===== config.mk =====
export PLATFORM = sky130hd
export DESIGN_NAME = in_port_burst_req
export DESIGN_NICKNAME = d
export VERILOG_FILES = /design/src/rtl/in_port_burst_req.sv
export SDC_FILE = /design/constraint.sdc
export NUM_CORES = 1
export LEC_CHECK = 0
export ABC_AREA = 1
export BUFFER_PORTS_ARGS = -buffer_cell sky130_fd_sc_hd__buf_2
export CAP_MARGIN = 5
export CORE_MARGIN = 2
export CORE_UTILIZATION = 50
export CTS_BUF_LIST = sky130_fd_sc_hd__clkbuf_8 sky130_fd_sc_hd__clkbuf_16
export DETAILED_ROUTE_END_ITERATION = 16
export GPL_TIMING_DRIVEN = 0
export MAX_ROUTING_LAYER = met4
export PLACE_DENSITY = 0.81
export SLEW_MARGIN = 5
export SYNTH_ARGS = -nofsm -noshare
export SYNTH_HDL_FRONTEND = slang
export SYNTH_HIERARCHICAL = 1
export SYNTH_SLANG_ARGS = --single-unit

===== constraint.sdc =====
create_clock -name clock -period 3 [get_ports clock]
set_input_delay 0.6 -clock clock [delete_from_list [all_inputs] [get_ports clock]]
set_output_delay 0.6 -clock clock [all_outputs]
set_load 0.05 [all_outputs]

===== src/rtl/in_port_burst_req.sv =====
// rtl/in_port_burst_req.sv - turns a video beat stream into VDMA write-burst requests
// A small show-ahead request queue sits between the burst builder and the address channel.

module in_port_burst_req_fifo #(
  parameter int DW    = 40,
  parameter int DEPTH = 4
) (
  input  logic          clock,
  input  logic          rst_n,
  input  logic          s_tvalid_i,
  input  logic [DW-1:0] s_tdata_i,
  output logic          s_drop_o,
  output logic          m_tvalid_o,
  input  logic          m_tready_i,
  output logic [DW-1:0] m_tdata_o
);
  localparam int AW = $clog2(DEPTH);
  localparam logic [AW-1:0] PTR_ONE = AW'(1);
  localparam logic [AW:0]   CNT_ONE = (AW+1)'(1);
  localparam logic [AW:0]   CNT_FULL = (AW+1)'(DEPTH);

  logic [DW-1:0] mem_q [DEPTH];
  logic [AW-1:0] wr_ptr_q, rd_ptr_q;
  logic [AW:0]   count_q;
  logic          full, empty, push, pop;

  assign full       = (count_q == CNT_FULL);
  assign empty      = (count_q == '0);
  assign pop        = !empty && m_tready_i;
  // a pop in the same cycle frees the slot, so a full queue can still accept
  assign push       = s_tvalid_i && (!full || pop);
  assign s_drop_o   = s_tvalid_i && full && !pop;
  assign m_tvalid_o = !empty;
  assign m_tdata_o  = mem_q[rd_ptr_q];

  always_ff @(posedge clock or negedge rst_n) begin
    if (!rst_n) begin
      wr_ptr_q <= '0;
      rd_ptr_q <= '0;
      count_q  <= '0;
      for (int i = 0; i < DEPTH; i++) mem_q[i] <= '0;
    end else begin
      if (push) begin
        mem_q[wr_ptr_q] <= s_tdata_i;
        wr_ptr_q        <= wr_ptr_q + PTR_ONE;
      end
      if (pop) rd_ptr_q <= rd_ptr_q + PTR_ONE;
      if (push && !pop)      count_q <= count_q + CNT_ONE;
      else if (!push && pop) count_q <= count_q - CNT_ONE;
    end
  end
endmodule

module in_port_burst_req #(
  parameter int    ASIZE      = 32,
  parameter int    BURST_LEN  = 16,
  parameter int    BEAT_BYTES = 4,
  parameter int    QDEPTH     = 4,
  parameter string MODE       = "ONCE"
) (
  input  logic             clock,
  input  logic             rst_n,
  input  logic             enable,
  input  logic [ASIZE-1:0] baseaddr,
  input  logic [ASIZE-1:0] line_stride,
  input  logic             falign,
  input  logic             lalign,
  input  logic             ealign,
  input  logic             idata_vld,
  output logic             req_valid,
  input  logic             req_ready,
  output logic [ASIZE-1:0] req_addr,
  output logic [7:0]       req_len,
  output logic             frame_done,
  output logic             overflow
);
  localparam int CW = $clog2(BURST_LEN) + 1;
  localparam logic [CW-1:0]    CNT_ONE     = CW'(1);
  localparam logic [CW-1:0]    LAST_BEAT   = CW'(BURST_LEN - 1);
  localparam logic [7:0]       FULL_LEN    = 8'(BURST_LEN - 1);
  localparam logic [ASIZE-1:0] BURST_BYTES = ASIZE'(BURST_LEN * BEAT_BYTES);
  localparam bit               LINE_MODE   = (MODE == "LINE");

  typedef enum logic [1:0] {IDLE, ACTIVE, FLUSH} state_t;

  state_t           state_q, state_d;
  logic [ASIZE-1:0] burst_addr_q, burst_addr_d;
  logic [ASIZE-1:0] line_base_q, line_base_d;
  logic [ASIZE-1:0] stride_q, stride_d;
  logic [CW-1:0]    beat_cnt_q, beat_cnt_d;
  logic             ovf_q, ovf_d;
  logic             ovf_clr;
  logic             full_hit;
  logic             push_vld;
  logic [ASIZE-1:0] push_addr;
  logic [7:0]       push_len;
  logic             q_drop, q_valid;
  logic [ASIZE+7:0] q_data;

  assign full_hit = idata_vld && (beat_cnt_q == LAST_BEAT);

  always_comb begin
    state_d      = state_q;
    burst_addr_d = burst_addr_q;
    line_base_d  = line_base_q;
    stride_d     = stride_q;
    beat_cnt_d   = beat_cnt_q;
    push_vld     = 1'b0;
    push_addr    = burst_addr_q;
    push_len     = FULL_LEN;
    frame_done   = 1'b0;
    ovf_clr      = 1'b0;
    case (state_q)
      IDLE: begin
        if (falign && enable) begin
          state_d      = ACTIVE;
          stride_d     = line_stride;
          line_base_d  = baseaddr;
          burst_addr_d = baseaddr;
          beat_cnt_d   = '0;
          ovf_clr      = 1'b1;
        end
      end
      ACTIVE: begin
        if (falign) begin
          // unterminated frame: close the old partial, then restart or stop
          if (full_hit) begin
            push_vld = 1'b1;
          end else if (beat_cnt_q != '0) begin
            push_vld = 1'b1;
            push_len = 8'(beat_cnt_q - CNT_ONE);
          end
          beat_cnt_d = '0;
          if (enable) begin
            stride_d     = line_stride;
            line_base_d  = baseaddr;
            burst_addr_d = baseaddr;
            ovf_clr      = 1'b1;
          end else begin
            state_d = IDLE;
          end
        end else if (ealign) begin
          // a coincident beat belongs to the burst being closed
          if (full_hit) begin
            push_vld = 1'b1;
          end else if (idata_vld) begin
            push_vld = 1'b1;
            push_len = 8'(beat_cnt_q);
          end else if (beat_cnt_q != '0) begin
            push_vld = 1'b1;
            push_len = 8'(beat_cnt_q - CNT_ONE);
          end
          beat_cnt_d = '0;
          state_d    = FLUSH;
        end else if (LINE_MODE && lalign) begin
          // a non-completing coincident beat opens the next line
          if (full_hit) begin
            push_vld   = 1'b1;
            beat_cnt_d = '0;
          end else begin
            if (beat_cnt_q != '0) begin
              push_vld = 1'b1;
              push_len = 8'(beat_cnt_q - CNT_ONE);
            end
            beat_cnt_d = idata_vld ? CNT_ONE : '0;
          end
          line_base_d  = line_base_q + stride_q;
          burst_addr_d = line_base_q + stride_q;
        end else if (full_hit) begin
          push_vld     = 1'b1;
          burst_addr_d = burst_addr_q + BURST_BYTES;
          beat_cnt_d   = '0;
        end else if (idata_vld) begin
          beat_cnt_d = beat_cnt_q + CNT_ONE;
        end
      end
      FLUSH: begin
        if (!q_valid) begin
          frame_done = 1'b1;
          state_d    = IDLE;
        end
      end
      default: state_d = IDLE;
    endcase
    ovf_d = ovf_clr ? 1'b0 : (ovf_q | q_drop);
  end

  always_ff @(posedge clock or negedge rst_n) begin
    if (!rst_n) begin
      state_q      <= IDLE;
      burst_addr_q <= '0;
      line_base_q  <= '0;
      stride_q     <= '0;
      beat_cnt_q   <= '0;
      ovf_q        <= 1'b0;
    end else begin
      state_q      <= state_d;
      burst_addr_q <= burst_addr_d;
      line_base_q  <= line_base_d;
      stride_q     <= stride_d;
      beat_cnt_q   <= beat_cnt_d;
      ovf_q        <= ovf_d;
    end
  end

  in_port_burst_req_fifo #(
    .DW    (ASIZE + 8),
    .DEPTH (QDEPTH)
  ) u_req_q (
    .clock      (clock),
    .rst_n      (rst_n),
    .s_tvalid_i (push_vld),
    .s_tdata_i  ({push_addr, push_len}),
    .s_drop_o   (q_drop),
    .m_tvalid_o (q_valid),
    .m_tready_i (req_ready),
    .m_tdata_o  (q_data)
  );

  assign req_valid = q_valid;
  assign req_addr  = q_data[ASIZE+7:8];
  assign req_len   = q_data[7:0];
  assign overflow  = ovf_q;
endmodule


### Word-level counts from Yosys, hierarchy flattened

Cells that the tools add are included.

* output and inout port bits: 43
* register bits: 207
* logic and storage cells: 106
* input port bits: 72

* $add $sub $neg: 7
* eq/ne operators: 12
* order comparisons: 3
* muxes and demuxes: 48
* reduce and logical (&&, ||, !) cells: 22
* bitwise operators: 3

Operators with widths (number)
* 160-bit bitwise mux: 1
* 32-bit two-way mux: 5
* 40-bit two-way mux: 3
* 40-bit binary-select mux with 2-bit select: 1
* 40-bit demux with 2-bit select: 1
* 32-bit case mux with 2 select lines: 1
* 8-bit two-way mux: 7
* 32-bit by 7-bit adder with 32-bit output (second input constant): 1
* 5-bit two-way mux: 5
* 3-bit != test (second input constant): 5
* 1-bit two-way mux: 14
* 2-bit two-way mux: 5
* 5-bit case mux with 2 select lines: 1
* 1-bit logical AND: 9
* 3-bit >= comparator (second input constant): 2
* 3-bit two-way mux: 2
* 2-bit NOT with 3-bit output: 2
* 2-bit case mux with 3 select lines: 1
* 5-bit by 1-bit subtractor with 6-bit output (second input constant): 1
* 5-bit by 1-bit adder with 5-bit output (second input constant): 1
* 5-bit by 4-bit equality test with 1-bit output (second input constant): 1
* 5-bit != test (second input constant): 1
* 5-bit AND reduction: 1
* 5-bit nonzero test: 1
* 18 further kinds: 23

### Logic depth before layout (Yosys ltp)

Gate-level depths: netlist of the first run.

* depth in word-level cells: 12
* gate-level depth with buffers: 17
* gate-level depth less buffers: 16

### By module

The synthesis of the first run kept the hierarchy.

Modules (own cells, without submodules)
* in_port_burst_req_fifo: area an instance 8052.7 um^2, times used 1, seq. area each 4179.0 um^2, cells each 989
* in_port_burst_req: area an instance 2855.2 um^2, times used 1, seq. area each 1001.0 um^2, cells each 431

### Worst setup path before layout of the first run

No wires, ideal clock.

* path type: reg-to-output
* start point: reg u_req_q.count_q[0]
* end point: out frame_done
* required time: 2.400 ns
* cell stages (with the launch flop): 4
* setup slack: 0.287 ns
* buffers on the path: 0
* arrival time: 2.113 ns
* path through: dfrtp_1 -> nor2_1 -> nand2_1 -> nor3_1

* word-level cells in the longest chain between the ends: 3

RTL lines
* start: declaration: RTL line 24 `logic [AW:0] count_q;`
* start signal: assignment: RTL line 48 `if (push && !pop) count_q <= count_q + CNT_ONE;`
* start signal: assignment: RTL line 49 `else if (!push && pop) count_q <= count_q - CNT_ONE;`
* 3-bit logical NOT: RTL line 28 `assign empty = (count_q == '0);`
* 1-bit two-way mux: RTL line 178 `if (!q_valid) begin`
* 1-bit two-way mux: RTL line 113 `case (state_q)`
* end: declaration: RTL line 74 `output logic frame_done,`

Every way passes these cells.

### Worst setup path after layout of the first run

* start point: reg u_req_q.rd_ptr_q[0]
* end point: out req_addr[31]

* word-level cells in the longest chain between the ends: 4

RTL lines
* start: declaration: RTL line 23 `logic [AW-1:0] wr_ptr_q, rd_ptr_q;`
* start signal: assignment: RTL line 47 `if (pop) rd_ptr_q <= rd_ptr_q + PTR_ONE;`
* 2-bit NOT with 3-bit output (implied by the code): RTL line 34 `assign m_tdata_o = mem_q[rd_ptr_q];`
* 40-bit binary-select mux with 2-bit select: RTL line 34
* 40-bit two-way mux (implied by the code) (2 in series): RTL line 34
* end: declaration: RTL line 72 `output logic [ASIZE-1:0] req_addr,`

Every way passes these cells. The select of a mux whose other input is x is not followed.

==> results of run 1 <==
[sequential cells by signal (all words and copies together) (netlist names)]
name and flops:
beat_cnt_q 5, state_q 2, burst_addr_q 32, u_req_q/count_q 3, u_req_q/mem_q 160, overflow 1
u_req_q/wr_ptr_q 2, u_req_q/rd_ptr_q 2
[critical path, delay by kind of cell (launching register included)]
| kind | cells | cell delay (ps) |
|---|---|---|
| buf+inv | 3 | 1020 |
| compound gates | 2 | 520 |
| flops | 1 | 310 |
[through the flow]
| step | setup slack (ps) | area, µm² | util, % |
|---|---|---|---|
| after floorplan | 287 | 10900 | - |
| after global placement | -2210 | 11700 | 53.9 |
| after CTS | 12.8 | 12400 | 57.5 |
| after detailed placement | -116 | 11700 | 54.1 |
| final | 20.5 | 12500 | 57.6 |
| after global routing | 1.81 | 12500 | 57.6 |
[metal layers]
| layer | up-vias | global-route usage [%] | wire length [µm] |
|---|---|---|---|
| li1 | 5009 | - | - |
| met1 | 5119 | 39.1 | 13200 |
| met2 | 655 | 47.2 | 15400 |
| met3 | 118 | 4.34 | 3410 |
| met4 | 0 | 12.4 | 1240 |
| met5 | - | - | 0 |
[power groups by stage]
| stage | Sequential [mW] | Clock, mW | Combinational, mW |
|---|---|---|---|
| 6_report | 4.68 | 2.75 | 6.23 |
| 5_1_grt | 4.79 | 2.90 | 6.72 |
| 4_1_cts | 4.63 | 2.78 | 6.14 |
| 3_5_place_dp | 4.66 | 0 | 6.10 |
| 3_3_place_gp | 4.61 | 0 | 5.98 |
| 2_1_floorplan | 4.37 | 0 | 4.51 |
[placed cells by master, fill, tap and decap left out, types with 4 or more instances in the layout]
cell type and n:
a21oi_1 12, buf_1 16, buf_2 133, buf_4 8
buf_6 5, clkbuf_1 21, clkbuf_16 23, clkbuf_2 4
clkbuf_8 4, clkinv_2 4, dfrtp_1 207, ha_1 9
inv_1 51, inv_2 7, nand2_1 490, nand3_1 46
nand4_1 168, nor2_1 125, nor2_2 4, o211ai_1 4
o21a_1 11, o21ai_0 95, o21ai_1 7, o22ai_1 42
or2_2 8, xor2_1 4
[cell families after synthesis]
family | Yosys count | synth area share [%]
buffers and inverters | 160 | 6.69
xor gates and xnor gates | 6 | 0.482
DFF | 207 | 47.5
and+or+nand+nor | 855 | 34.7
AOI/OAI and AO/OA | 182 | 9.47
adders and majority gates | 10 | 1.22
[final timing paths]
kind                                     start                  to  cells after the start
max in group asynchronous                rst_n   u_req_q/mem_q[49]                      2
max                        u_req_q/rd_ptr_q[0]        req_addr[31]                      5
max reg2reg                      beat_cnt_q[1]  u_req_q/count_q[2]                     16
min reg2reg                  u_req_q/mem_q[44]   u_req_q/mem_q[44]                      2
min in group clock                 baseaddr[3]     burst_addr_q[3]                      3
min                                      rst_n  u_req_q/mem_q[152]                      1
[synth_stat cells (2+ instances only)]
master,number,share of area [%]
nor2_2,4,0.23
nand2_2,3,0.17
buf_1,16,0.55
o22ai_1,42,2.4
inv_1,48,1.7
or2_2,8,0.46
a21oi_1,13,0.60
nand2_1,490,17
nand3_1,46,2.1
a31oi_1,3,0.17
buf_6,4,0.41
xnor2_1,2,0.16
ha_1,9,1.0
a22oi_2,2,0.23
inv_2,5,0.17
o21ai_1,7,0.32
nand4_1,168,9.6
clkbuf_1,25,0.86
o211ai_1,4,0.28
o21bai_1,3,0.21
o21a_1,11,0.76
buf_2,53,2.4
xor2_1,4,0.32
nor2_4,2,0.21
nor2_1,125,4.3
buf_4,8,0.55
o21ai_0,95,4.4
nor3_1,3,0.14
dfrtp_1,207,47
[what timing repair did]
| action | CTS | global route |
|---|---|---|
| resized for setup | 1 | 12 |
| endpoints found under the setup margin | 1 | 9 |
| buffers inserted | 0 | 1 |
| pin swaps | 0 | 1 |
[cell type report]
type | count | area [µm²]
clock buffers | 27 | 631
multi-input cells | 1053 | 5010
inverters | 54 | 205
well taps | 280 | 350
clock inverters | 11 | 98.8
plain buffers | 106 | 533
flip-flops and latches | 207 | 5180
fillers | 1968 | 9160
repair buffers | 83 | 450
==> results.yml, run 1 <==
worst_setup_path:
  critPathArrivalTime_ps: 2380
  rrSetupSlack_ps: 220
  critPathMaxStageDelay_ps: 490
  worstPathCellList: "buf_2 -> clkbuf_1 -> o21ai_0 -> o22ai_1 -> buf_2"
  crit_path_max_fanout: 10
  cpMostUsedCell: "buf_2"
  cp-start-kind: "register"
  end_kind: "primary output"
  crit_slowest_cell: "clkbuf_1"
  path_class: "reg2out"
  crit_required_ps: 2400
pwr:
  power_frac_comb_pct: 45.6
  switchingPower_mw: 6.67
  intPower_mw: 6.99
  seq_power_share_pct: 34.3
  swShare_pct: 48.8
  clockPowerShare_pct: 20.1
  p_total_mw: 13.7
  power_density_mw_per_mm2: 1100
  ir_drop_v: 0.000735
  leakage_nw: 6.38
yosys:
  syn_avg_cell_area_um2: 7.68
  synth_cells: 1420
  synth_warnings: 6
  synth_edf_count: 0
  synthesis.nets: 1502
  ys_seq_area_share_pct: 47.5
  ys_ff_latch: 207
  synthArstFlopShare_pct: 100
  ys.flop_type: "dfrtp_1"
  synth_area_mm2: 0.0109
  ys_types: 39
status:
  status: "finished clean"
clock_network:
  cts-root-buf: "clkbuf_16"
  clkLatencyLatePin_ps: 510
  ctsHoldBuffers: 0
  cts_buffers: 23
  cts.reportedPaths.clkPinSlew_ps: 60
  cts_sinks: 207
  clockBufferDepth: 3
  cts_tree: "yes"
  h-tree-depth: 1
job:
  drv_cap: 0
sta:
  hold_viol_final: 0
  fmax_mhz: 336
  layout_min_cycle_time_ps: 2980
  clock_skew_ps: 15.9
  setup_viol: 0
  tightest_slew_ps: 767
  rsz0062_at_grt: "no"
  drv_slew: 0
  slew_headroom_pct: 48.8
  finalCritPeriodShare_pct: 99.3
  setup_tns_ps: 0
  whs_ps: 129
worst_hold_path:
  hold_path_class: "in2async"
floorplan:
  row_count: 54
  fp.coreArea_mm2: 0.0216
  io-pin-count: 115
  start_util_pct: 50.5
  die-area_mm2: 0.0230
  die_x_um: 152
  die_h_um: 152
finish:
  area_delta_synth_final_pct: 14.2
  fin_nets: 1610
  drive_gt1_share_pct: 14.0
  antenna_cells: 0
  stdcell_count: 1821
placement:
  port_buffers: 81
  dpl.hpwl_um: 22000
  gp_congestion: 0.957
  post-place-cells: 1782
global_routing:
  grt_util_all_layers_pct: 29.9
  grt-ovfl-total: 0
  grt_pass1_wl_um: 52700
  grt_start_max_net_pins: 112
  antenna_found_initial: 0
  grt_pass1_vias: 10400
routing:
  drc: 0
  vias_per_cell: 5.99
  postRouteAntennaNets: 0
  wl_um: 33200
  dr_total_vias: 10900
  wl_per_cell_um: 18.2
  firstDrtPassIters: 5
  drtIter0Drc: 1177
Note: power is estimated with default switching activity, not from simulation.
==> run 2, diff against run 1 <==
PLACE_DENSITY = 0.77   (was 0.81)
SYNTH_HIERARCHICAL = default   (was 1)
==> run 2 against run 1 <==
Against the previous run:
- worst setup slack better by 47 ps
- sequential share of layout area increased by 1.1 points
- largest cell class unchanged
- power shrank 4.4%
- via count shrank 14%
- critical path type unchanged
- final cell count shrank 2.3%
==> results.yml, run 2 <==
routing:
  firstDrtPassIters: 5
  drtIter0Drc: 895
  vias_per_cell: 5.28
  postRouteAntennaNets: 0
  drc: 0
  wl_um: 28700
  dr_total_vias: 9399
  wl_per_cell_um: 16.2
floorplan:
  die_x_um: 147
  start_util_pct: 50.9
  die-area_mm2: 0.0217
  row_count: 52
  die_h_um: 147
  fp.coreArea_mm2: 0.0202
  io-pin-count: 115
yosys:
  synth_top_area_cell: "dfrtp_1"
  synth.most_common_cell: "nand2_1"
  ys_seq_area_share_pct: 48.5
  synthesis.nets: 1477
  synth_common_cells: "nand2_1, dfrtp_1, nor2_1, o21ai_0, inv_1"
  synth_area_mm2: 0.0103
  synth_top_area_share_pct: 48.5
  synth_warnings: 0
  ys_types: 33
  synth_area_leaders: "dfrtp_1, nand2_1, o21ai_0"
  synth_cells: 1396
  ys.flop_type: "dfrtp_1"
  synth_edf_count: 0
  syn_avg_cell_area_um2: 7.36
  ys_ff_latch: 199
  synthArstFlopShare_pct: 100
finish:
  largest_registers: "u_req_q.mem_q x152, burst_addr_q x32, beat_cnt_q x5"
  multi_input_area_mm2: 0.00456
  largest_register: "u_req_q.mem_q"
  antenna_cells: 0
  final_cell_mix: "nand2_1, dfrtp_1, nor2_1"
  final_common_cell: "nand2_1"
  fin_nets: 1577
  area_delta_synth_final_pct: 13.5
  largest_register_ffs: 152
  stdcell_count: 1779
  regArea_mm2: 0.00498
  drive_gt1_share_pct: 13.4
  design_area_mm2: 0.0117
  fillers: 1838
clock_network:
  h-tree-depth: 4
  post_cts_resize_count: 7
  cts_tree: "yes"
  cts_sinks: 199
  clockBufferDepth: 2
  postCtsSetupRepairBufs: 0
  cts-root-buf: "clkbuf_16"
  clkLatencyLatePin_ps: 450
  ctsHoldBuffers: 0
  cts.reportedPaths.clkPinSlew_ps: 80
  cts_buffers: 17
global_routing:
  antenna_found_initial: 0
  grt_pass1_vias: 9040
  grt-ovfl-total: 0
  grt_pass1_wl_um: 46200
  grt_util_all_layers_pct: 28.1
  grt_start_max_net_pins: 109
placement:
  dpl.hpwl_um: 19400
  post-place-cells: 1747
  port_buffers: 80
  gp_congestion: 0.959
  placed_cell_area_mm2: 0.0110
worst_setup_path:
  critPathMaxStageDelay_ps: 460
  critPathArrivalTime_ps: 2330
  crit_slowest_cell: "clkbuf_1"
  crit_path_max_fanout: 10
  cp-startpoint: "u_req_q.rd_ptr_q[0]"
  cp-start-kind: "register"
  rrSetupSlack_ps: 450
  path_class: "reg2out"
  crit_buf_inv: 4
  worstReg2RegEnd: "u_req_q.count_q[2]"
  crit_family: "buffers and inverters"
  rr_worst_depth: 13
  worstPathCellList: "inv_1 -> clkbuf_1 -> o21ai_0 -> o22ai_1 -> buf_4 -> buf_2"
  endpoint: "req_len[7]"
  rr_startpoint: "beat_cnt_q[0]"
  crit_required_ps: 2400
  crit_cells: 6
  end_kind: "primary output"
sta:
  clock_skew_ps: 12.9
  tightest_slew_ps: 720
  slew_headroom_pct: 52.0
  hold_viol_final: 0
  finalCritPeriodShare_pct: 97.8
  rsz0062_at_grt: "yes"
  fmax_mhz: 341
  drv_slew: 0
  layout_min_cycle_time_ps: 2930
  setup_viol: 0
job:
  drv_cap: 0
pwr:
  ir_drop_v: 0.000947
  leakage_nw: 6.20
  power_density_mw_per_mm2: 1120
worst_hold_path:
  hold_path_class: "in2async"
status:
  status: "finished clean"
-- run 2: cell types whose count changed in the layout (fill, tap and decap cells not counted), moves of 6 or more --
cell	previous run	this run
a21boi_0	0	8
buf_1	16	0
buf_2	133	109
buf_6	5	12
clkbuf_1	21	31
clkbuf_16	23	17
dfrtp_1	207	199
inv_1	51	62
nand2_1	490	648
nand4_1	168	11
o21a_1	11	0
o21ai_0	95	101
or2_2	8	14
-- run 2: area by class of cell --
type,instances,share of cell area (%)
flip-flops and latches,199,42.7
multi-input cells,1043,39.1
plain buffers,90,4.32
repair buffers,81,3.78
clock buffers,18,3.77
well taps,270,2.90
inverters,64,2.06
clock inverters,14,1.36
-- run 2: per-layer routing --
metal	wire length [µm]	track usage (%)	vias up
met5	0	-	-
met2	13500	43.7	352
met3	1910	4.16	62
met1	12600	37.5	4424
li1	-	-	4561
met4	768	10.7	0
-- run 2: per-stage QoR --
stage	setup TNS (ps)	utilization, %	hold WS, ps	power, mW	setup slack, ps
floorplan	0	-	304	8.93	223
global placement	-404730	54.6	456	10.5	-2050
detailed placement	0	54.8	460	10.7	243
CTS	-445	57.8	201	13.0	-70.5
global route	-0.193	57.8	229	13.9	-0.193
finish	0	57.8	172	13.1	67.4
-- run 2: worst min-delay path by stage --
| stage | endpoint | depth (start not counted) | slack (ps) | from |
|---|---|---|---|---|
| floorplan | beat_cnt_q[0] | 0 | 300 | rst_n |
| global placement | u_req_q.mem_q[91] | 2 | 460 | u_req_q.mem_q[91] |
| detailed placement | u_req_q.mem_q[95] | 2 | 460 | u_req_q.mem_q[95] |
| CTS | beat_cnt_q[1] | 1 | 200 | rst_n |
| global route | beat_cnt_q[1] | 1 | 230 | rst_n |
| finish | beat_cnt_q[1] | 1 | 170 | rst_n |
-- run 2: cell families after synthesis --
logic type | Yosys count | synth area share [%]
compound gates | 169 | 9.06
mux | 1 | 0.0975
flops | 199 | 48.5
simple gates | 854 | 33.2
fa+ha+maj | 9 | 1.17
buf+inv | 154 | 7.12
xor+xnor | 10 | 0.853
-- run 2: where the power goes --
group          internal [mW]  switching, mW  leakage (nW)
combinational           1.74           4.65          3.30
clock                   1.21           1.14         0.291
sequential              3.71          0.612          2.60
total                   6.65           6.41          6.20
